===== src/rtl/fetch_pkg.sv =====
// Shared types and constants for the RV32I fetch stage.
package fetch_pkg;

    typedef enum logic [2:0] {
        ST_ISSUE,
        ST_WAIT,
        ST_HOLD,
        ST_DROP,
        ST_FAULT
    } fetch_state_e;

    localparam logic [31:0] NOP_INSTR        = 32'h0000_0013;
    localparam logic [31:0] DEFAULT_RESET_PC = 32'h0000_0000;
    localparam logic [31:0] PC_INCR          = 32'd4;

endpackage


===== src/rtl/fetch_hold_buf.sv =====
// One-entry instruction/pc buffer that parks a response while decode is stalled.
module fetch_hold_buf
    import fetch_pkg::*;
(
    input  logic        clk,
    input  logic        rst,
    input  logic        wr_en,
    input  logic        rd_en,
    input  logic        clr,
    input  logic [31:0] wr_data,
    input  logic [31:0] wr_pc,
    output logic [31:0] data,
    output logic [31:0] pc,
    output logic        full
);

    // clr wins over wr_en so a redirect always flushes a same-cycle write.
    always_ff @(posedge clk) begin
        if (rst) begin
            data <= NOP_INSTR;
            pc   <= DEFAULT_RESET_PC;
            full <= 1'b0;
        end else if (clr) begin
            full <= 1'b0;
        end else if (wr_en) begin
            data <= wr_data;
            pc   <= wr_pc;
            full <= 1'b1;
        end else if (rd_en) begin
            full <= 1'b0;
        end
    end

endmodule


===== src/rtl/instr_fetch.sv =====
// Fetch stage: owns the PC, issues one imem request at a time, feeds decode.
// Optional misaligned-redirect fault enabled by INSTR_FETCH_MISALIGN_EN.
module instr_fetch
    import fetch_pkg::*;
#(
    parameter logic [31:0] RESET_PC = DEFAULT_RESET_PC
) (
    input  logic        clk,
    input  logic        rst,
    output logic        imem_req_valid,
    input  logic        imem_req_ready,
    output logic [31:0] imem_req_addr,
    input  logic        imem_rsp_valid,
    input  logic [31:0] imem_rsp_data,
    input  logic        stall,
    input  logic        redirect,
    input  logic [31:0] redirect_pc,
    output logic [31:0] instruction,
    output logic [31:0] pc_address,
    output logic        valid
`ifdef INSTR_FETCH_MISALIGN_EN
    ,
    output logic        misaligned_fault
`endif
);

    // Handshake: a request transfers on a cycle where imem_req_valid && imem_req_ready;
    // addr stays stable until then. Responses are single-cycle pulses that cannot be
    // backpressured, so the FSM must always be able to absorb one while in WAIT/DROP.

    fetch_state_e state, state_n;
    logic [31:0]  fetch_pc, fetch_pc_n;
    logic [31:0]  instr_n, pc_n;
    logic         valid_n;

    logic         buf_wr, buf_rd, buf_clr, buf_full;
    logic [31:0]  buf_data, buf_pc;

    logic         req_fire, out_free, outstanding, redir_bad;
    logic [31:0]  redir_target;

    assign imem_req_valid = (state == ST_ISSUE) && !rst;
    assign imem_req_addr  = fetch_pc;
    assign req_fire       = imem_req_valid && imem_req_ready;
    assign out_free       = !valid || !stall;
    assign redir_target   = redirect_pc & ~32'h3;

    // A request is in flight if we are waiting on it or one was just accepted.
    assign outstanding = ((state == ST_WAIT) || (state == ST_DROP) ||
                          ((state == ST_ISSUE) && req_fire)) && !imem_rsp_valid;

`ifdef INSTR_FETCH_MISALIGN_EN
    assign redir_bad        = (redirect_pc[1:0] != 2'b00);
    assign misaligned_fault = (state == ST_FAULT);
`else
    assign redir_bad        = 1'b0;
`endif

    fetch_hold_buf u_hold_buf (
        .clk     (clk),
        .rst     (rst),
        .wr_en   (buf_wr),
        .rd_en   (buf_rd),
        .clr     (buf_clr),
        .wr_data (imem_rsp_data),
        .wr_pc   (fetch_pc),
        .data    (buf_data),
        .pc      (buf_pc),
        .full    (buf_full)
    );

    always_ff @(posedge clk) begin
        if (rst) begin
            state       <= ST_ISSUE;
            fetch_pc    <= RESET_PC;
            instruction <= NOP_INSTR;
            pc_address  <= RESET_PC;
            valid       <= 1'b0;
        end else begin
            state       <= state_n;
            fetch_pc    <= fetch_pc_n;
            instruction <= instr_n;
            pc_address  <= pc_n;
            valid       <= valid_n;
        end
    end

    always_comb begin
        state_n    = state;
        fetch_pc_n = fetch_pc;
        instr_n    = instruction;
        pc_n       = pc_address;
        valid_n    = valid;
        buf_wr     = 1'b0;
        buf_rd     = 1'b0;
        buf_clr    = 1'b0;

        // Decode consumed the current output; retire it unless replaced below.
        if (valid && !stall) begin
            valid_n = 1'b0;
            instr_n = NOP_INSTR;
        end

        unique case (state)
            ST_ISSUE: begin
                if (req_fire) state_n = ST_WAIT;
            end
            ST_WAIT: begin
                if (imem_rsp_valid) begin
                    fetch_pc_n = fetch_pc + PC_INCR;
                    if (out_free) begin
                        instr_n = imem_rsp_data;
                        pc_n    = fetch_pc;
                        valid_n = 1'b1;
                        state_n = ST_ISSUE;
                    end else begin
                        buf_wr  = 1'b1;
                        state_n = ST_HOLD;
                    end
                end
            end
            ST_HOLD: begin
                if (!stall) begin
                    if (buf_full) begin
                        instr_n = buf_data;
                        pc_n    = buf_pc;
                        valid_n = 1'b1;
                        buf_rd  = 1'b1;
                    end
                    state_n = ST_ISSUE;
                end
            end
            ST_DROP: begin
                if (imem_rsp_valid) state_n = ST_ISSUE;
            end
            ST_FAULT: begin
                valid_n = 1'b0;
                instr_n = NOP_INSTR;
            end
            default: state_n = ST_ISSUE;
        endcase

        // Redirect overrides stall and any same-cycle response.
        if (redirect && (state != ST_FAULT)) begin
            valid_n = 1'b0;
            instr_n = NOP_INSTR;
            buf_clr = 1'b1;
            buf_wr  = 1'b0;
            buf_rd  = 1'b0;
            if (redir_bad) begin
                state_n    = ST_FAULT;
                fetch_pc_n = fetch_pc;
            end else begin
                fetch_pc_n = redir_target;
                state_n    = outstanding ? ST_DROP : ST_ISSUE;
            end
        end
    end

endmodule


===== config.mk =====
export PLATFORM = sky130hd
export DESIGN_NAME = instr_fetch
export DESIGN_NICKNAME = d
export VERILOG_FILES = /design/src/rtl/fetch_pkg.sv /design/src/rtl/fetch_hold_buf.sv /design/src/rtl/instr_fetch.sv
export SDC_FILE = /design/constraint.sdc
export NUM_CORES = 1
export LEC_CHECK = 0
export ABC_AREA = 1
export CAP_MARGIN = 20
export CORE_UTILIZATION = 37
export DETAILED_ROUTE_END_ITERATION = 10
export SYNTH_ARGS = -nofsm -noshare
export SYNTH_HDL_FRONTEND = slang
export SYNTH_SLANG_ARGS = --single-unit

===== constraint.sdc =====
create_clock -name clk -period 2.4 [get_ports clk]
set_clock_uncertainty 0.1 [all_clocks]
set_input_delay 0.6 -clock clk [delete_from_list [all_inputs] [get_ports clk]]
set_output_delay 0.6 -clock clk [all_outputs]
set_load 0.02 [all_outputs]

==> run metrics, run 1 <==
status completed; via/cell ratio 4.883; Syn Inst Count roughly 1.1k; Final Hold Fails 0; DIE AREA approximately 21,000 um2; Final Max Slew Viols 0; Mean Syn Cell Area about 6.9 um2; Synth Area in XOR/XNOR 0%; 1st-iter DRT viols between 500 and 600; Top delay family on crit path buffers and inverters; standard-cell row count 52; Worst Path Required 1.70 ns; Synth async-reset ratio 0%; CTS tree yes; largest net degree at the start of global routing 84; routed len/inst roughly 15 um; Worst Hold Class flop to flop; I/O pins 168; Lkg Pwr 4.133 nW; final critical-path share of the clock period between 90% and 100%; first-pass GRT wire length 36,290 um; Worst setup SP type flop; max cap viols 0; post-route setup TNS 0 ns; chip height between 100 and 150 um; reg2reg setup slack 0.41 ns; htree depth 4; complex-gate fraction of the synthesized area 19.83%; starting density of the core between 30 and 40%; Post-synth EDFFs 0; Filler Cells Inserted a little over 2k; share of cells above drive strength 1 approximately 7.5%; critical path's largest stage delay about 0.68 ns; vias in the first global route about 6.8k; grt ovf 0; Setup CP Type flop to output pin; mux cell area share after synthesis 0%; area share of fa/ha/maj cells after synthesis less than 1%; critical path data arrival time ~1.6 ns; Via Count about 7.6k; DRC viols 0; hold buffer count at CTS 0; final WL around 23,000 um; Max rail drop VDD about 0.45 mV; area of the multi-input gates 3641 um2; Ant. Diodes 0; largest family of logic cells by synthesized area simple AND/OR/NAND/NOR gates; synthesis-stage register bit count between 150 and 200; clock latency on the worst-skew pair between 0.4 and 0.5 ns; Seq. cell area 3163 um2; Synth Area in Simple Gates about a quarter; maximum root-to-sink buffer count 2; Placer Congestion 0.8824; Root Driver clkbuf_16; Fmax achieved 431.9 MHz; die width around 150 um; DP Area ~9600 um2; initial antenna violation count 0; I/O Buffers roughly 160; First-pass DRT Iterations 5; crit-path max FO 6; Final HPWL DP 15,420 um; CTS Buf Count 17; RSZ-0062 raised after global routing no; post-route design area 10,210 um2; Setup crit end kind output pin; crit-path cells clkdlybuf4s50_1; clk slew on worst S/H paths about 0.070 ns; # clock sinks 158; layout overhead on the synthesized area 32.36%; Setup Viol. Count Final 0; Crit-path slowest cell clkdlybuf4s50_1; synth warn 0; Slew @ Worst Pin between 0.5 and 0.6 ns; Synth cell types 37; Final ANT Viol Nets 0; Max-slew headroom about three fifths; Top FF cell, synth dfxtp_1; Seq/Total Area, Yosys between 40 and 50%; Post-Syn Area approximately 7700 um2; Critical path buffers and inverters 1; Post-layout nets roughly 1.3k; Placeable Area about 20,000 um2; fin crit period 2.315 ns; All-Layer GR Usage a little over a fifth; pwr dens a little over 700 nW/um2
[state kept, by name, summed over array words and instances (netlist names)]
register and cells:
state 2, valid 1, u_hold_buf.pc 30, u_hold_buf.data 32, instruction 32, u_hold_buf.full 1, imem_req_addr 30, pc_address 30
[synth_stat cells, types with 2 or more instances]
cell type / count / area (um2)
a211oi_1: 30 / 225.2
a21oi_1: 78 / 390.4
a221oi_1: 2 / 17.52
a22oi_1: 4 / 30.03
a31oi_1: 6 / 37.54
a32o_1: 3 / 30.03
buf_1: 6 / 22.52
buf_2: 21 / 105.1
buf_4: 11 / 82.58
buf_6: 4 / 45.04
buf_8: 4 / 60.06
clkbuf_1: 26 / 97.59
dfxtp_1: 158 / 3163
ha_1: 6 / 75.07
inv_1: 130 / 488.0
inv_2: 6 / 22.52
nand2_1: 178 / 668.1
nand2_2: 5 / 31.28
nand2_4: 2 / 22.52
nand3_1: 81 / 405.4
nand4_1: 4 / 25.02
nor2_1: 187 / 701.9
nor2_2: 10 / 62.56
nor2_4: 3 / 33.78
nor3_2: 3 / 30.03
o211ai_1: 7 / 52.55
o21ai_0: 100 / 500.5
o21ai_1: 41 / 205.2
o311ai_1: 2 / 17.52
[area by class of cell]
class | count | share of cell area [%]
Inverter | 137 | 5.059
Clock inverter | 14 | 1.788
Tap cell | 270 | 3.307
Clock buffer | 18 | 4.299
Sequential cell | 158 | 30.97
Multi-Input combinational cell | 762 | 35.64
Timing Repair Buffer | 188 | 18.94
[kinds of logic after synthesis]
family,count (synthesis)
simple gates,476
compound gates,276
buf+inv,209
flops,158
fa+ha+maj,6
other cells,1
[worst register-to-register path, delay by kind of cell (launching register included)]
family          cells  cell delay [ns]
buf+inv             3             0.51
flops               1             0.35
simple gates        3             0.34
fa+ha+maj           1             0.32
compound gates      2             0.31
[metal layers]
metal	vias to the layer above	wire length, um	global-route usage, %
met3	20	1198	4.125
met5	-	0	0
met2	234	9966	31.81
met1	3378	11170	31.60
met4	0	323	6.042
li1	3922	-	-
[path summary, 6_finish.rpt]
path	start	to	cells past startpoint
max reg2reg	state[1]$_SDFFE_PP0P_	u_hold_buf.pc[21]$_SDFFE_PP0P_	9
max	imem_req_addr[15]$_SDFFE_PP0P_	imem_req_addr[15]	1
min	u_hold_buf.data[4]$_SDFFE_PP1P_	u_hold_buf.data[4]$_SDFFE_PP1P_	2
min reg2reg	u_hold_buf.data[4]$_SDFFE_PP1P_	u_hold_buf.data[4]$_SDFFE_PP1P_	2
[power by group]
group / switching, W / internal (W) / total (W) / leakage (nW)
logic: 0.000950 / 0.000654 / 0.00160 / 2.55
registers: 0.000139 / 0.00279 / 0.00293 / 1.28
clock network: 0.00117 / 0.00168 / 0.00286 / 0.299
[per-stage QoR]
step	util [%]	setup WS, ns	power, W	hold slack, ns	instances
floorplan	-	0.6798	0.003880	0.3292	1129
global placement	47.13	-0.3132	0.004596	0.3399	1515
detailed placement	47.13	-0.2710	0.004605	0.3496	1515
CTS	50.18	0.002421	0.007451	0.3662	1547
global route	50.16	0.01745	0.007748	0.3901	1547
finish	50.16	0.08478	0.007392	0.3711	1547
[cells in the final DEF (no fill, tap or decap), types with 5 or more instances in the layout]
master	n
a211oi_1	30
a21oi_1	78
a31oi_1	6
buf_12	10
buf_4	17
clkbuf_16	17
clkdlybuf4s50_1	160
clkinv_4	5
dfxtp_1	158
ha_1	5
inv_1	129
inv_2	7
nand2_1	178
nand2_2	5
nand3_1	81
nor2_1	186
nor2_2	11
o211ai_1	7
o21ai_0	100
o21ai_1	41
[what timing repair did]
item | CTS | global route
setup buffers | 0 | 0
gates resized for setup | 1 | 2
setup endpoints to repair | 1 | 1
No activity file was read; power rests on OpenSTA's default activity.
==> run 2: changes to the inputs <==
--- a/config.mk
+++ b/config.mk
@@ -9,6 +9,7 @@
 export CAP_MARGIN = 20
 export CORE_UTILIZATION = 37
 export DETAILED_ROUTE_END_ITERATION = 10
+export SLEW_MARGIN = 10
 export SYNTH_ARGS = -nofsm -noshare
 export SYNTH_HDL_FRONTEND = slang
 export SYNTH_SLANG_ARGS = --single-unit
==> constraint.sdc (replaced) <==
create_clock -name clk -period 2.2 [get_ports clk]
set_clock_uncertainty 0.1 [all_clocks]
set_input_delay 0.55 -clock clk [delete_from_list [all_inputs] [get_ports clk]]
set_output_delay 0.55 -clock clk [all_outputs]
set_load 0.02 [all_outputs]
==> run 2 against run 1 <==
  * Cell count increased by 0.84%
  * Sequential cell count unchanged
  * Sequential power increased by 8.9%
  * Final area increased by 1.1%
  * Via count increased by 2.2%
  * Critical path depth unchanged
  * Clock-buffer cell count unchanged
  * Setup slack got worse by 0.058 ns
  * Die area unchanged
  * Critical endpoint unchanged
  * Non-clock buffer count increased by 13
==> run metrics, run 2 (synthesis gave the netlist of run 1 again) <==
Setup CP Type flop to output pin (unchanged); status completed (unchanged); starting density of the core 37.90% (unchanged); Slew @ Worst Pin 0.5722 ns (was 0.5866 ns); First-pass DRT Iterations 5 (unchanged); vias in the first global route 6,779 (was 6,805); hold buffer count at CTS 0 (unchanged); share of cells above drive strength 1 8.682% (was 7.518%); chip height 146.4 um (unchanged); final critical-path share of the clock period a little over nine tenths; post-route setup TNS 0 ns (unchanged); Fmax achieved ~460 MHz; final WL 22,580 um (was 22,650 um); most frequent cells in the layout nor2_1, nand2_1, dfxtp_1, clkdlybuf4s50_1, inv_1 (was nor2_1, nand2_1, clkdlybuf4s50_1, dfxtp_1, inv_1); via/cell ratio 4.947 (was 4.883); DRC viols 0 (unchanged); routed len/inst 14.47 um (was 14.64 um); htree depth 4 (unchanged); Worst Path Required 1.55 ns (was 1.70 ns); crit-path cells clkdlybuf4s50_1 (unchanged); # clock sinks 158 (unchanged); final hold slack 0.3682 ns (was 0.3711 ns); standard-cell row count 52 (unchanged); RSZ-0062 raised after global routing no (unchanged); Ant. Diodes 0 (unchanged); Via Count 7,718 (was 7,554); Placeable Area 20,360 um2 (unchanged); Final ANT Viol Nets 0 (unchanged); critical path data arrival time 1.52 ns (was 1.62 ns); clk slew on worst S/H paths 0.06 ns (was 0.07 ns); die width 146.4 um (unchanged); Placer Congestion 0.8730 (was 0.8824); Inst Count DP 1,528 (was 1,515); Lkg Pwr 4.438 nW (was 4.133 nW); crit-path max FO 6 (unchanged); I/O Buffers 161 (unchanged); most common library cell in the layout ignoring fill and taps nor2_1 (unchanged); Final HPWL DP 15,730 um (was 15,420 um); grt ovf 0 (unchanged); Top delay family on crit path buffers and inverters (unchanged); maximum root-to-sink buffer count 2 (unchanged); critical path's largest stage delay 0.65 ns (was 0.68 ns); fin crit period 2.173 ns; initial antenna violation count 0 (unchanged); Post-layout nets 1,353 (was 1,340); post-route insts no fill 1,560 (was 1,547); Setup Viol. Count Final 0 (unchanged); Worst Hold Class flop to flop (unchanged); All-Layer GR Usage 21.15% (was 21.53%); Worst setup SP type flop (unchanged); Max-slew headroom 61.80% (was 60.90%); fin worst setup slack 0.02711 ns (was 0.08478 ns); Placement Setup Slack -0.3966 ns (was -0.2710 ns); Final Util 50.70% (was 50.16%); Root Driver clkbuf_16 (unchanged); I/O pins 168 (unchanged); biggest regs instruction x32, u_hold_buf.data x32 (unchanged); CTS Buf Count 17 (unchanged); max cap viols 0 (unchanged); Critical path buffers and inverters 1 (unchanged); 1st-iter DRT viols 571 (was 584); first-pass GRT wire length 35,870 um (was 36,290 um); Final Max Slew Viols 0 (unchanged); layout overhead on the synthesized area 33.79% (was 32.36%); DIE AREA 21,440 um2 (unchanged); Crit-path slowest cell clkdlybuf4s50_1 (unchanged); Filler Cells Inserted 2,054 (was 2,068); pwr dens 756.3 nW/um2 (was 723.7 nW/um2); Final Hold Fails 0 (unchanged); largest net degree at the start of global routing 61 (was 84); Setup crit end kind output pin (unchanged); clock latency on the worst-skew pair 0.43 ns (about the same); CTS tree yes (unchanged); Max rail drop VDD 0.5134 mV (was 0.4487 mV)
run 2: tightest hold or removal path, stage by stage, from the launching register on:
cell and delay (ns):
dfxtp_1 0.31, nand2_1 0.06, a21oi_1 0.05
run 2: area by class of cell:
class | count | area, um2 | share of cell area [%]
Tap cell | 270 | 337.8 | 3.272
Clock inverter | 14 | 120.1 | 1.163
Multi-Input combinational cell | 762 | 3643 | 35.29
Sequential cell | 158 | 3166 | 30.66
Timing Repair Buffer | 201 | 2102 | 20.36
Inverter | 137 | 516.7 | 5.005
Clock buffer | 18 | 439.2 | 4.254
run 2: through the flow:
stage	total power, W	area [um2]
global placement	0.005062	9733
detailed placement	0.005074	9733
floorplan	0.004233	7729
finish	0.007809	10320
global route	0.008183	10320
CTS	0.007876	10280
run 2: per-layer routing:
| metal | vias to the layer above | GRT usage (%) | wire length, um |
|---|---|---|---|
| met2 | 220 | 31.69 | 10020 |
| li1 | 3946 | - | - |
| met4 | 0 | 5.208 | 304 |
| met1 | 3525 | 31.08 | 11130 |
| met3 | 27 | 3.844 | 1125 |
| met5 | - | 0 | 0 |
run 2: what timing repair did:
item	4_1_cts	5_1_grt
buffers inserted	0	0
pin swaps	1	0
resized for setup	13	16
endpoints found under the setup margin	9	16
cloned	0	0
run 2: path summary, 6_finish.rpt:
path,endpoint,from,cells after the start,slack (ns)
worst max-delay path,imem_req_addr[15],imem_req_addr[15]$_SDFFE_PP0P_,1,0.03
worst min-delay path,instruction[3]$_SDFF_PP0_,instruction[3]$_SDFF_PP0_,2,0.37
worst max register to register,instruction[26]$_SDFF_PP0_,state[0]$_SDFFE_PP0P_,8,0.31
worst min register to register,instruction[3]$_SDFF_PP0_,instruction[3]$_SDFF_PP0_,2,0.37
run 2: report_power, final:
| part | internal [W] | switching [W] |
|---|---|---|
| Sequential | 0.00305 | 0.000148 |
| Combinational | 0.000752 | 0.00105 |
| Clock | 0.00151 | 0.00131 |
==> run 3: changes to the inputs <==
--- a/config.mk
+++ b/config.mk
@@ -7,8 +7,9 @@
 export LEC_CHECK = 0
 export ABC_AREA = 1
 export CAP_MARGIN = 20
-export CORE_UTILIZATION = 37
+export CORE_UTILIZATION = 50
 export DETAILED_ROUTE_END_ITERATION = 10
+export PLACE_DENSITY = 0.79
 export SLEW_MARGIN = 10
 export SYNTH_ARGS = -nofsm -noshare
 export SYNTH_HDL_FRONTEND = slang
==> run 3 against run 2 <==
  * Sequential power barely moved
  * Combinational power is essentially flat
  * Clock-buffer cell count unchanged
  * Final area fell by 1.1%
  * Highest routed layer unchanged
  * Clock power is 11% higher
  * Setup slack improved by 0.0041 ns
  * Critical endpoint is now imem_req_addr[2]
  * Global-route usage increased by 6.9 points
==> run metrics, run 3 (synthesis gave the netlist of run 1 again) <==
status completed (unchanged); routed len/inst 15.04 um (was 14.47 um); First-pass DRT Iterations 6 (was 5); crit-path cells clkdlybuf4s50_1 (unchanged); Max-slew headroom 62.11% (was 61.80%); final WL 22,170 um (was 22,580 um); pwr dens 795.6 nW/um2 (was 756.3 nW/um2); max cap viols 0 (unchanged); clock power share 38.7% (was 36.1%); grt ovf 0 (unchanged); DP Area 9565 um2 (was 9733 um2); # clock sinks 158 (unchanged); share of cells above drive strength 1 8.398% (was 8.682%); Slew @ Worst Pin 0.5683 ns (was 0.5722 ns); clk slew on worst S/H paths 0.06 ns (about the same); Gate power share 22.0% (was 23.0%); clock latency on the worst-skew pair 0.43 ns (about the same); vias in the first global route 7,242 (was 6,779); initial antenna violation count 0 (unchanged); Placer Congestion 0.9459 (was 0.8730); Root Driver clkbuf_16 (unchanged); standard-cell row count 45 (was 52); Crit-path slowest cell clkdlybuf4s50_1 (unchanged); RSZ-0062 raised after global routing no (unchanged); fin worst setup slack 0.03121 ns (was 0.02711 ns); most common library cell in the layout ignoring fill and taps nor2_1 (unchanged); DIE AREA 15,940 um2 (was 21,440 um2); Final Max Slew Viols 0 (unchanged); Via Count 7,913 (was 7,718); final hold slack 0.3627 ns (was 0.3682 ns); Worst setup SP type flop (unchanged); Post-layout nets 1,350 (was 1,353); Placeable Area 15,150 um2 (was 20,360 um2); starting density of the core 50.95% (was 37.90%); Placement Setup Slack -0.2060 ns (was -0.3966 ns); Setup Viol. Count Final 0 (unchanged); chip height 126.2 um (was 146.4 um); Lkg Pwr 4.383 nW (was 4.438 nW); via/cell ratio 5.368 (was 4.947); Min-Delay Path Depth 2 (unchanged); layout overhead on the synthesized area 32.34% (was 33.79%); capture point of the worst reg-to-reg path pc_address[10]$_SDFFE_PP0P_ (was instruction[26]$_SDFF_PP0_); Final HPWL DP 15,050 um (was 15,730 um); crit-path max FO 4 (was 6); Worst Hold Class flop to flop (unchanged); Net Sw Power 0.002413 W (was 0.002501 W); Seq pwr share 39.3% (was 40.9%); FF-to-FF path depth 8 (unchanged); Setup crit end kind output pin (unchanged); CTS tree yes (unchanged); I/O Buffers 161 (unchanged); All-Layer GR Usage 28.04% (was 21.15%); largest net degree at the start of global routing 84 (was 61); most frequent cells in the layout nor2_1, nand2_1, dfxtp_1, clkdlybuf4s50_1, inv_1 (unchanged); Pint 0.005713 W (was 0.005308 W); post-route design area 10,210 um2 (was 10,320 um2); Top delay family on crit path buffers and inverters (unchanged); I/O pins 168 (unchanged); Reg-to-Reg Start state[1]$_SDFFE_PP0P_ (was state[0]$_SDFFE_PP0P_); Final Hold Fails 0 (unchanged); critical path's largest stage delay 0.65 ns (about the same); Setup Buffers After CTS 0 (unchanged); Worst Path Required 1.55 ns (about the same); Setup CP Type flop to output pin (unchanged); first-pass GRT wire length 35,610 um (was 35,870 um); WHS Endpoint instruction[2]$_SDFF_PP0_ (was instruction[3]$_SDFF_PP0_); CTS Buf Count 17 (unchanged); htree depth 4 (unchanged); Max rail drop VDD 0.7650 mV (was 0.5134 mV); DRC viols 0 (unchanged); Switching Share 29.70% (was 32.03%); Fmax achieved 461.1 MHz (was 460.2 MHz); Ant. Diodes 0 (unchanged); fin crit period 2.169 ns (was 2.173 ns); biggest regs instruction x32, u_hold_buf.data x32 (unchanged); hold path start instruction[2]$_SDFF_PP0_ (was instruction[3]$_SDFF_PP0_); die width 126.2 um (was 146.4 um); final critical-path share of the clock period 98.58% (was 98.77%); critical path data arrival time 1.52 ns (about the same); maximum root-to-sink buffer count 2 (unchanged); Critical path buffers and inverters 1 (unchanged); 1st-iter DRT viols 717 (was 571); Final ANT Viol Nets 0 (unchanged); reg2reg setup slack 0.16 ns (was 0.31 ns)
## run 3: cell types whose count changed in the layout (fill, tap and decap cells not counted), moves of 2 or more
cell / change
buf_12: -4
bufinv_16: +4
dlymetal6s2s_1: -4
inv_8: -2
clkdlybuf4s50_1: +3
inv_6: -4
## run 3: through the flow
stage	instances	total power [W]	utilization, %	TNS (ns)
2_1_floorplan	1129	0.004233	-	0
3_3_place_gp	1442	0.005000	63.06	-14.33
3_5_place_dp	1443	0.005025	63.16	-2.405
4_1_cts	1474	0.008139	67.24	0
5_1_grt	1474	0.008406	67.43	0
6_report	1474	0.008126	67.43	0
## run 3: how the worst max path moves through the flow
stage	startpoint	end	slack (ns)	cells after the start
floorplan	imem_req_addr[3]$_SDFFE_PP0P_	imem_req_addr[26]$_SDFFE_PP0P_	0.48	10
global placement	rst	instruction[2]$_SDFF_PP0_	-0.49	5
detailed placement	rst	imem_req_valid	-0.21	3
CTS	imem_req_addr[27]$_SDFFE_PP0P_	imem_req_addr[27]	0.0004	1
global route	state[1]$_SDFFE_PP0P_	u_hold_buf.pc[24]$_SDFFE_PP0P_	0.001	9
finish	imem_req_addr[2]$_SDFFE_PP0P_	imem_req_addr[2]	0.03	1
## run 3: layout make-up
cell class / count / area [um2]
fillers: 1304 / 4932
flip-flops and latches: 158 / 3164
multi-input cells: 762 / 3643
inverters: 137 / 516.7
well taps: 188 / 235.2
clock buffers: 18 / 439.2
repair buffers: 198 / 2026
clock inverters: 13 / 188.9
## run 3: power by group through the flow
stage                     registers, W  clock network, W  logic [W]
after detailed placement       0.00325                 0    0.00177
after global routing           0.00321           0.00326    0.00193
after floorplan                0.00343                 0   0.000799
after global placement         0.00325                 0    0.00175
after CTS                      0.00319           0.00316    0.00178
final                          0.00320           0.00314    0.00179
## run 3: repair_timing
| item | CTS | global route |
|---|---|---|
| resized for setup | 13 | 13 |
| setup endpoints to repair | 9 | 12 |
| hold buffers | 0 | 0 |
## run 3: per-layer routing
metal  up-vias  GRT usage, %  share of wire, %
li1       3928             -                 -
met1      3620         38.45                45
met2       325         44.20                45
met3        40         4.758               7.0
met4         0         10.35               2.3
met5         -             0                 0
